<file path="src/rtl/rv32_pipeline_pkg.sv">
// Shared pipeline records, MEM-stage FSM states, funct3 codes and lane helpers.
// RV32_MISALIGN_TRAP_EN selects misaligned-access trapping in the MEM stage.
package rv32_pipeline_pkg;

  typedef struct packed {
    logic [31:0] instruction;
    logic [31:0] alu_result;
    logic [31:0] mem_store_value;
    logic [4:0]  rd;
    logic        regFile_we;
    logic        mem_read;
    logic        mem_write;
  } ex_mem_t;

  typedef struct packed {
    logic [31:0] reg_store_value;
    logic        regFile_we;
    logic [4:0]  rd;
    logic [31:0] instruction;
  } mem_wb_t;

  typedef enum logic [1:0] {IDLE, REQ, RESP} mem_state_t;

  localparam logic [2:0] F3_B  = 3'b000;
  localparam logic [2:0] F3_H  = 3'b001;
  localparam logic [2:0] F3_W  = 3'b010;
  localparam logic [2:0] F3_BU = 3'b100;
  localparam logic [2:0] F3_HU = 3'b101;

  // Effective byte lane: offset bits below the access size are dropped.
  function automatic logic [1:0] lane_off(input logic [2:0] f3, input logic [1:0] off);
    case (f3[1:0])
      2'b00:   return off;
      2'b01:   return {off[1], 1'b0};
      default: return 2'b00;
    endcase
  endfunction

  function automatic logic [3:0] store_be(input logic [2:0] f3, input logic [1:0] lo);
    case (f3[1:0])
      2'b00:   return 4'b0001 << lo;
      2'b01:   return 4'b0011 << lo;
      default: return 4'b1111;
    endcase
  endfunction

  function automatic logic is_misaligned(input logic [2:0] f3, input logic [1:0] off);
    case (f3[1:0])
      2'b01:   return off[0];
      2'b10:   return off != 2'b00;
      default: return 1'b0;
    endcase
  endfunction

endpackage

</file>
<file path="src/rtl/rv32_load_align.sv">
// Load data lane extraction and sign/zero extension.
module rv32_load_align
  import rv32_pipeline_pkg::*;
(
  input  logic [31:0] rdata_i,
  input  logic [1:0]  off_i,
  input  logic [2:0]  funct3_i,
  output logic [31:0] data_o
);

  logic [1:0]  lo;
  logic [31:0] shifted;

  always_comb begin
    lo      = lane_off(funct3_i, off_i);
    shifted = rdata_i >> {lo, 3'b000};
    case (funct3_i)
      F3_B:    data_o = {{24{shifted[7]}}, shifted[7:0]};
      F3_H:    data_o = {{16{shifted[15]}}, shifted[15:0]};
      F3_BU:   data_o = {24'd0, shifted[7:0]};
      F3_HU:   data_o = {16'd0, shifted[15:0]};
      default: data_o = shifted;
    endcase
  end

endmodule

</file>
<file path="src/rtl/rv32_mem_stage.sv">
// RV32 MEM stage: pass-through for ALU ops, req/gnt/rvalid handshake for loads/stores.
// Define RV32_MISALIGN_TRAP_EN to retire misaligned accesses without a memory request.
module rv32_mem_stage
  import rv32_pipeline_pkg::*;
(
  input  logic        clk,
  input  logic        rst_n,
  input  ex_mem_t     ex_mem_i,
  input  logic        ex_mem_valid_i,
  output logic        mem_ready_o,
  output mem_wb_t     mem_wb_o,
  output logic        mem_wb_valid_o,
  output logic        dmem_req_o,
  output logic        dmem_we_o,
  output logic [31:0] dmem_addr_o,
  output logic [31:0] dmem_wdata_o,
  output logic [3:0]  dmem_be_o,
  input  logic        dmem_gnt_i,
  input  logic        dmem_rvalid_i,
  input  logic [31:0] dmem_rdata_i,
  output logic        misaligned_o
);

  mem_state_t  state_q, state_d;
  logic [31:0] addr_q, addr_d;
  logic [31:0] wdata_q, wdata_d;
  logic [3:0]  be_q, be_d;
  logic        we_q, we_d;
  logic [2:0]  f3_q, f3_d;
  logic [4:0]  rd_q, rd_d;
  logic        rfwe_q, rfwe_d;
  logic [31:0] instr_q, instr_d;
  mem_wb_t     mem_wb_q, mem_wb_d;
  logic        wb_vld_q, wb_vld_d;

  logic        accept, is_mem, mis_now;
  logic [2:0]  ex_f3;
  logic [1:0]  ex_off, ex_lo;
  logic [31:0] load_data;

  assign ex_f3  = ex_mem_i.instruction[14:12];
  assign ex_off = ex_mem_i.alu_result[1:0];
  assign ex_lo  = lane_off(ex_f3, ex_off);
  assign is_mem = ex_mem_i.mem_read | ex_mem_i.mem_write;
  assign accept = ex_mem_valid_i & mem_ready_o;

`ifdef RV32_MISALIGN_TRAP_EN
  assign mis_now = is_mem & is_misaligned(ex_f3, ex_off);
`else
  assign mis_now = 1'b0;
`endif

  rv32_load_align u_load_align (
    .rdata_i  (dmem_rdata_i),
    .off_i    (addr_q[1:0]),
    .funct3_i (f3_q),
    .data_o   (load_data)
  );

  always_comb begin
    state_d  = state_q;
    addr_d   = addr_q;
    wdata_d  = wdata_q;
    be_d     = be_q;
    we_d     = we_q;
    f3_d     = f3_q;
    rd_d     = rd_q;
    rfwe_d   = rfwe_q;
    instr_d  = instr_q;
    mem_wb_d = mem_wb_q;
    wb_vld_d = 1'b0;
    case (state_q)
      IDLE: if (accept) begin
        if (is_mem && !mis_now) begin
          addr_d  = ex_mem_i.alu_result;
          wdata_d = ex_mem_i.mem_store_value << {ex_lo, 3'b000};
          be_d    = store_be(ex_f3, ex_lo);
          we_d    = ex_mem_i.mem_write;
          f3_d    = ex_f3;
          rd_d    = ex_mem_i.rd;
          rfwe_d  = ex_mem_i.regFile_we;
          instr_d = ex_mem_i.instruction;
          state_d = REQ;
        end else begin
          // ALU ops, and trapped misaligned accesses, retire straight from IDLE.
          mem_wb_d = '{reg_store_value: ex_mem_i.alu_result,
                       regFile_we:      ex_mem_i.regFile_we & ~mis_now,
                       rd:              ex_mem_i.rd,
                       instruction:     ex_mem_i.instruction};
          wb_vld_d = 1'b1;
        end
      end
      REQ: if (dmem_gnt_i) begin
        if (we_q) begin
          mem_wb_d = '{reg_store_value: addr_q, regFile_we: 1'b0,
                       rd: rd_q, instruction: instr_q};
          wb_vld_d = 1'b1;
          state_d  = IDLE;
        end else if (dmem_rvalid_i) begin
          mem_wb_d = '{reg_store_value: load_data, regFile_we: rfwe_q,
                       rd: rd_q, instruction: instr_q};
          wb_vld_d = 1'b1;
          state_d  = IDLE;
        end else begin
          state_d  = RESP;
        end
      end
      RESP: if (dmem_rvalid_i) begin
        mem_wb_d = '{reg_store_value: load_data, regFile_we: rfwe_q,
                     rd: rd_q, instruction: instr_q};
        wb_vld_d = 1'b1;
        state_d  = IDLE;
      end
      default: state_d = IDLE;
    endcase
  end

  always_ff @(posedge clk or negedge rst_n) begin
    if (!rst_n) begin
      state_q  <= IDLE;
      addr_q   <= '0;
      wdata_q  <= '0;
      be_q     <= '0;
      we_q     <= 1'b0;
      f3_q     <= '0;
      rd_q     <= '0;
      rfwe_q   <= 1'b0;
      instr_q  <= '0;
      mem_wb_q <= '0;
      wb_vld_q <= 1'b0;
    end else begin
      state_q  <= state_d;
      addr_q   <= addr_d;
      wdata_q  <= wdata_d;
      be_q     <= be_d;
      we_q     <= we_d;
      f3_q     <= f3_d;
      rd_q     <= rd_d;
      rfwe_q   <= rfwe_d;
      instr_q  <= instr_d;
      mem_wb_q <= mem_wb_d;
      wb_vld_q <= wb_vld_d;
    end
  end

`ifdef RV32_MISALIGN_TRAP_EN
  logic mis_q, mis_d;
  assign mis_d = (state_q == IDLE) & accept & mis_now;
  always_ff @(posedge clk or negedge rst_n) begin
    if (!rst_n) mis_q <= 1'b0;
    else        mis_q <= mis_d;
  end
  assign misaligned_o = mis_q;
`else
  assign misaligned_o = 1'b0;
`endif

  assign mem_ready_o    = (state_q == IDLE);
  assign dmem_req_o     = (state_q == REQ);
  assign dmem_we_o      = we_q;
  assign dmem_addr_o    = {addr_q[31:2], 2'b00};
  assign dmem_wdata_o   = wdata_q;
  assign dmem_be_o      = be_q;
  assign mem_wb_o       = mem_wb_q;
  assign mem_wb_valid_o = wb_vld_q;

endmodule
</file>
<file path="config.mk">
export PLATFORM = sky130hd
export DESIGN_NAME = rv32_mem_stage
export DESIGN_NICKNAME = d
export VERILOG_FILES = /design/src/rtl/rv32_pipeline_pkg.sv /design/src/rtl/rv32_load_align.sv /design/src/rtl/rv32_mem_stage.sv
export SDC_FILE = /design/constraint.sdc
export NUM_CORES = 1
export LEC_CHECK = 0
export CORE_ASPECT_RATIO = 0.6
export CORE_MARGIN = 3
export CORE_UTILIZATION = 40
export DETAILED_ROUTE_END_ITERATION = 10
export PLACE_DENSITY = 0.73
export SLEW_MARGIN = 20
export SYNTH_ARGS = -nofsm -noshare
export SYNTH_HDL_FRONTEND = slang
export SYNTH_SLANG_ARGS = --single-unit
export TNS_END_PERCENT = 100
</file>
<file path="constraint.sdc">
create_clock -name clk -period 2.15 [get_ports clk]
set_input_delay 0.215 -clock clk [delete_from_list [all_inputs] [get_ports clk]]
set_output_delay 0.215 -clock clk [all_outputs]
set_load 0.005 [all_outputs]
</file>
==> results of run 1 <==
[what timing repair did]
action                     in CTS  in global routing
resized for setup               2                 11
hold buffers                    1                  0
gates cloned                    0                  1
setup endpoints to repair       8                 59
setup buffers                   0                  4
pin swaps                       0                  2
hold endpoints to repair       55                  0
[metal layers]
layer  vias to the layer above  part of all wire (%)  track usage [%]
li1                       3998                     -                -
met1                      4394                    44             37.5
met2                       487                    43             36.3
met3                        36                    11             7.08
met4                         0                   1.3             5.78
met5                         -                     0                0
[per-stage QoR]
| stage | util, % | area [um^2] | TNS [ns] |
|---|---|---|---|
| after floorplan | - | 9420 | 0 |
| after global placement | 57.0 | 12900 | -0.186 |
| after detailed placement | 57.0 | 12900 | -1.55 |
| after CTS | 59.7 | 13500 | 0 |
| after global routing | 60.0 | 13500 | -0.0224 |
| final | 60.0 | 13500 | 0 |
[layout make-up]
type	instances	area, um^2
Inverter	21	78.8
Fill cell	1873	9020
Clock inverter	13	148
Tap cell	308	385
Sequential cell	180	4500
Multi-Input combinational cell	644	4320
Clock buffer	18	439
Timing Repair Buffer	368	3650
[synth_stat cells (5+ instances only)]
cell	count	area, um^2
nor2_1	39	146
buf_4	34	255
nor2b_1	13	81.3
inv_1	19	71.3
a22o_1	8	70.1
dfrtp_1	180	4500
mux2_2	70	788
o21ai_0	133	666
mux4_1	5	131
nand2_1	146	548
clkbuf_1	63	236
o221ai_1	10	87.6
buf_2	7	35.0
a31o_2	7	61.3
o31ai_1	7	52.6
o2bb2ai_1	11	96.3
o41ai_2	5	81.3
a221oi_1	7	61.3
nand3_1	8	40.0
and3_1	6	37.5
a221o_1	11	110
a222oi_1	13	130
mux2i_1	17	170
nor3_1	5	25.0
a22oi_1	42	315
a21oi_1	33	165
a21boi_0	8	60.1
[final timing paths]
path,depth (start not counted),endpoint,start
hold reg to reg,1,dmem_be_o[0],dmem_be_o[0]
max in group asynchronous,3,instr_q[14],rst_n
setup / recovery,4,mem_ready_o,state_q[0]
setup reg to reg,8,mem_wb_o[60],addr_q[1]
hold / removal,2,mem_wb_o[41],rst_n
min in group clk,2,addr_q[21],ex_mem_i[61]
[worst reg2reg max path, stage by stage (launching register included)]
cell and delay (ns):
dfrtp_1 0.42, buf_4 0.16, inv_1 0.11, and4_1 0.26, o21ai_2 0.12, buf_4 0.17, a221oi_2 0.31, nor2b_1 0.10
o41ai_2 0.31
[report_power, final]
| group | switching, mW | internal [mW] | total [mW] |
|---|---|---|---|
| clock | 1.42 | 1.76 | 3.18 |
| sequential | 1.18 | 5.06 | 6.24 |
| combinational | 6.04 | 6.29 | 12.3 |
[kinds of logic (layout without fill, tap and decap cells)]
family	Yosys count	count (layout)	share of synthesized area [%]
mux	94	94	12.1
compound gates	313	313	22.5
flops	180	180	47.9
buf+inv	129	420	6.68
fa+ha+maj	4	4	0.532
other cells	1	3	0.0399
simple gates	230	230	10.3
[sequential cells by signal (all words and copies together) (netlist names)]
signal	count
mem_wb_o	70
addr_q	32
dmem_wdata_o	32
instr_q	30
rd_q	5
dmem_be_o	4
f3_q	2
state_q	2
dmem_we_o	1
mem_wb_valid_o	1
rfwe_q	1
==> impl_metrics.csv, run 1 <==
group,metric,value,unit
pwr,power_density,1610,nW/um^2
critical_path,max_stage_delay,0.51,ns
detailed_routing,drtIter0Drc,840,
logic_synthesis,synthArstFlopShare,100,%
cts,cts_tree,"done",
cts,htree_levels,4,
placed_design,gp_congestion,0.954,
critical_path,cp_slowest_cell,"clkdlybuf4s50_1",
critical_path,path_cells,"inv_1 > ha_2 > buf_4 > clkdlybuf4s50_1",
floorplanning,start_util,41.7,%
critical_path,cp_top_family,"buffers and inverters",
critical_path,cp_max_fo,7,
timing,fin_hold_ws,0.342,ns
critical_path,path_class,"flip-flop to output pin",
logic_synthesis,synth_area,9410,um^2
detailed_routing,via_per_inst,5.74,
global_route,grt_pass1_wl,50300,um
detailed_routing,route.detailed.drc,0,
pwr,ir_worst_vdd,0.000936,V
pwr,power,21.7,mW
placed_design,port_buffers,280,
critical_path,crit_path_end_kind,"output pin",
placed_design,dp.cells,1515,
placed_design,dp_hpwl,23900,um
timing,setup_ws,0.0460,ns
timing,rsz0062_at_grt,"true",
detailed_routing,ant_nets,0,
detailed_routing,vias,8915,
critical_path,arrival,1.89,ns
final_layout,layout_commonest_cell,"clkdlybuf4s50_1",
floorplanning,rows,42,
timing,finalHoldViolCount,0,
final_layout,stdcell_count,1552,
final_layout,final_nets,1377,
floorplanning,die_y,125,um
cts,cts.sinks,180,
logic_synthesis,ys_ff_latch,180,
timing,period_minus_slack,2.10,ns
floorplanning,chipWidth,204,um
outcome,status,"completed",
cts,cts_root_buffer,"clkbuf_16",
timing,tightest_slew,0.726,ns
timing,setup_viol,0,
final_layout,num_antenna_cells,0,
critical_path,r2r_slack,0.10,ns
detailed_routing,drtPass1Iterations,8,
logic_synthesis,synth_edf_count,0,
global_route,antenna_found_initial,0,
logic_synthesis,yosysWarnings,0,
final_layout,mostFrequentLayoutCells,"clkdlybuf4s50_1 (279), dfrtp_1 (180), nand2_1 (145)",
cts,clk_latency,0.43,ns
timing,slew_viol_final,0,
logic_synthesis,synth_ff_type,"dfrtp_1",
floorplanning,die_area,25500,um^2
floorplanning,core,22500,um^2
global_route,gr-total-overflow,0,
cts,clockBufferDepth,2,
detailed_routing,routedWlPerCell,21.3,um
logic_synthesis,synth_cell_types,55,
worst_hold_path,holdCritPathClass,"input pin to async pin",
cts,cts_made_buffers,17,
detailed_routing,drt_wl_total,33000,um
final_layout,syn_to_final_growth,43.8,%
global_route,grt_max_degree,64,
logic_synthesis,avgSynthCellArea,9.89,um^2
global_route,gr-usage-all-layers,25.2,%
timing,max_freq,0.475,GHz
cts,path_clk_slew,0.07,ns
critical_path,critPathRequiredTime,1.93,ns
pwr,power.leakage,5.73,nW
final_layout,drive_gt1_share,17.6,%
logic_synthesis,ys_seq_area_share,47.9,%
logic_synthesis,syn_inst,951,
timing,finalClockSkew,0.0107,ns
timing,slew_headroom,51.4,%
global_route,grt_pass1_vias,8590,
floorplanning,io-pin-count,284,
critical_path,cp.buffers_inverters,3,
run,cap_violations,0,
timing,final.period_utilization,97.9,%
placed_design,place_ws,-0.125,ns
critical_path,cp-start-kind,"flip-flop",
Power figures use the tool's default switching activity.
==> run 2: changes to the inputs <==
--- a/config.mk
+++ b/config.mk
@@ -9,6 +9,7 @@
 export CORE_MARGIN = 3
 export CORE_UTILIZATION = 40
 export DETAILED_ROUTE_END_ITERATION = 10
+export GPL_TIMING_DRIVEN = 1
 export PLACE_DENSITY = 0.73
 export SLEW_MARGIN = 20
 export SYNTH_ARGS = -nofsm -noshare
==> results of run 2 <==
Final layout, timing and power as in run 1 (identical DEF).
==> run 3: changes to the inputs <==
--- a/config.mk
+++ b/config.mk
@@ -10,6 +10,7 @@
 export CORE_UTILIZATION = 40
 export DETAILED_ROUTE_END_ITERATION = 10
 export GPL_TIMING_DRIVEN = 1
+export MAX_ROUTING_LAYER = met4
 export PLACE_DENSITY = 0.73
 export SLEW_MARGIN = 20
 export SYNTH_ARGS = -nofsm -noshare
==> run 3 against run 2 <==
Clock power barely moved. Global-route usage is 0.75 points higher. Hold slack got worse by 0.021 ns. Clock skew about the same. Cell area stayed put. Power grew 0.20%. Largest cell class unchanged.
==> impl_metrics.csv, run 3 (synthesis results as in run 1) <==
group,metric,value,unit
detailed_routing,via_per_inst,5.76,
pwr,swShare,39.8,%
pwr,switchingPower,8.68,mW
floorplanning,core,22500,um^2
final_layout,syn_to_final_growth,43.8,%
final_layout,layout_commonest_cell,"clkdlybuf4s50_1",
timing,setup_viol,0,
global_route,gr-usage-all-layers,25.9,%
floorplanning,start_util,41.7,%
critical_path,arrival,1.89,ns
cts,htree_levels,4,
floorplanning,die_y,125,um
outcome,status,"completed",
timing,finalClockSkew,0.0104,ns
critical_path,cp_max_fo,7,
timing,slew_viol_final,0,
global_route,gr-total-overflow,0,
timing,final.period_utilization,98.0,%
timing,max_freq,0.475,GHz
final_layout,fill_cells,1873,
floorplanning,chipWidth,204,um
cts,cts_made_buffers,17,
critical_path,critPathRequiredTime,1.93,ns
pwr,power.leakage,5.73,nW
final_layout,largest_reg_flops,70,
worst_hold_path,holdCritPathClass,"input pin to async pin",
pwr,combPwrFrac,56.7,%
global_route,grt_pass1_wl,50200,um
final_layout,final_util,60.0,%
detailed_routing,route.detailed.drc,0,
critical_path,cp.buffers_inverters,3,
pwr,internal_power,13.1,mW
critical_path,cp_top_family,"buffers and inverters",
cts,clk_latency,0.43,ns
detailed_routing,drt_wl_total,33100,um
pwr,power,21.8,mW
pwr,power_density,1610,nW/um^2
final_layout,mostFrequentLayoutCells,"clkdlybuf4s50_1 (279), dfrtp_1 (180), nand2_1 (145)",
critical_path,rr_startpoint,"addr_q[1]",
cts,cts_root_buffer,"clkbuf_16",
floorplanning,die_area,25500,um^2
critical_path,r2r_slack,0.10,ns
cts,path_clk_slew,0.07,ns
critical_path,path_class,"flip-flop to output pin",
floorplanning,rows,42,
timing,rsz0062_at_grt,"true",
global_route,grt_max_degree,64,
final_layout,drive_gt1_share,17.6,%
critical_path,critPathLaunch,"state_q[0]",
final_layout,num_antenna_cells,0,
placed_design,port_buffers,280,
critical_path,reg2reg_to,"mem_wb_o[58]",
floorplanning,io-pin-count,284,
cts,cts.sinks,180,
timing,period_minus_slack,2.11,ns
critical_path,ff2ff_path_depth,7,
detailed_routing,ant_nets,0,
cts,cts_tree,"done",
critical_path,max_stage_delay,0.52,ns
detailed_routing,drtPass1Iterations,7,
critical_path,cp-start-kind,"flip-flop",
detailed_routing,routedWlPerCell,21.3,um
detailed_routing,vias,8945,
global_route,grt_pass1_vias,8599,
placed_design,dp_hpwl,23900,um
timing,finalHoldViolCount,0,
cts,clockBufferDepth,2,
detailed_routing,drtIter0Drc,872,
timing,slew_headroom,47.9,%
run,cap_violations,0,
pwr,seqPwrFrac,28.7,%
pwr,ir_worst_vdd,0.000940,V
global_route,antenna_found_initial,0,
critical_path,cp_slowest_cell,"clkdlybuf4s50_1",
critical_path,path_cells,"inv_1 > ha_2 > buf_4 > clkdlybuf4s50_1",
pwr,clockPowerShare,14.6,%
timing,tightest_slew,0.779,ns
final_layout,final_nets,1377,
critical_path,crit_path_end_kind,"output pin",
placed_design,gp_congestion,0.972,
==> run 3: final cells by class <==
class | count | area (um^2) | area share [%]
clock buffer | 18 | 439 | 3.25
clock inverter | 13 | 148 | 1.09
inverter | 21 | 78.8 | 0.583
multi-input combinational | 644 | 4320 | 31.9
sequential | 180 | 4500 | 33.3
tap | 308 | 385 | 2.85
timing repair buffer | 368 | 3650 | 27.0
==> run 3: worst max-delay path by stage <==
stage / slack [ns] / cells past startpoint / end
2_1_floorplan: 0.03 / 8 / mem_wb_o[10]
3_3_place_gp: -0.04 / 9 / mem_wb_o[50]
3_5_place_dp: -0.13 / 6 / mem_wb_o[48]
4_1_cts: 0.03 / 4 / mem_ready_o
5_1_grt: -0.02 / 4 / mem_ready_o
6_report: 0.04 / 4 / mem_ready_o
==> run 3: metal layers <==
metal,wire (um),GRT usage (%)
met5,0,-
met4,476,5.78
met3,3390,6.42
met2,14300,36.3
met1,14900,38.0
==> run 3: stage by stage <==
stage                     hold WS [ns]  instance area [um^2]  TNS, ns  cells  worst slack [ns]
final                            0.321                 13500        0   1552            0.0432
after CTS                        0.351                 13500        0   1547            0.0302
after global placement           0.251                 12900   -0.186   1515           -0.0359
after detailed placement         0.247                 12900    -1.55   1515            -0.125
after global routing             0.380                 13500  -0.0304   1552           -0.0192
after floorplan                -0.0806                  9420        0    953            0.0343
==> run 3: worst register-to-register path, stage by stage, from the launching register on <==
cell and delay, ns:
dfrtp_1 0.41, nor2b_2 0.18, mux2i_1 0.13, o311a_4 0.34
a221oi_1 0.38, buf_4 0.18, nor2b_1 0.04, o41ai_2 0.29
==> run 3: power by group through the flow <==
stage,logic (mW),clock network [mW],registers [mW]
finish,12.4,3.19,6.24
global route,13.3,3.39,6.43
CTS,12.0,3.26,6.22
detailed placement,11.9,0,6.25
global placement,11.6,0,6.20
floorplan,6.53,0,6.04
==> run 3: repair_timing <==
item,CTS,global route
resized for setup,2,11
hold buffers,1,0
pin swaps,0,2
gates cloned,0,1
setup buffers,0,4
endpoints found under the hold margin,55,0
endpoints found under the setup margin,8,59
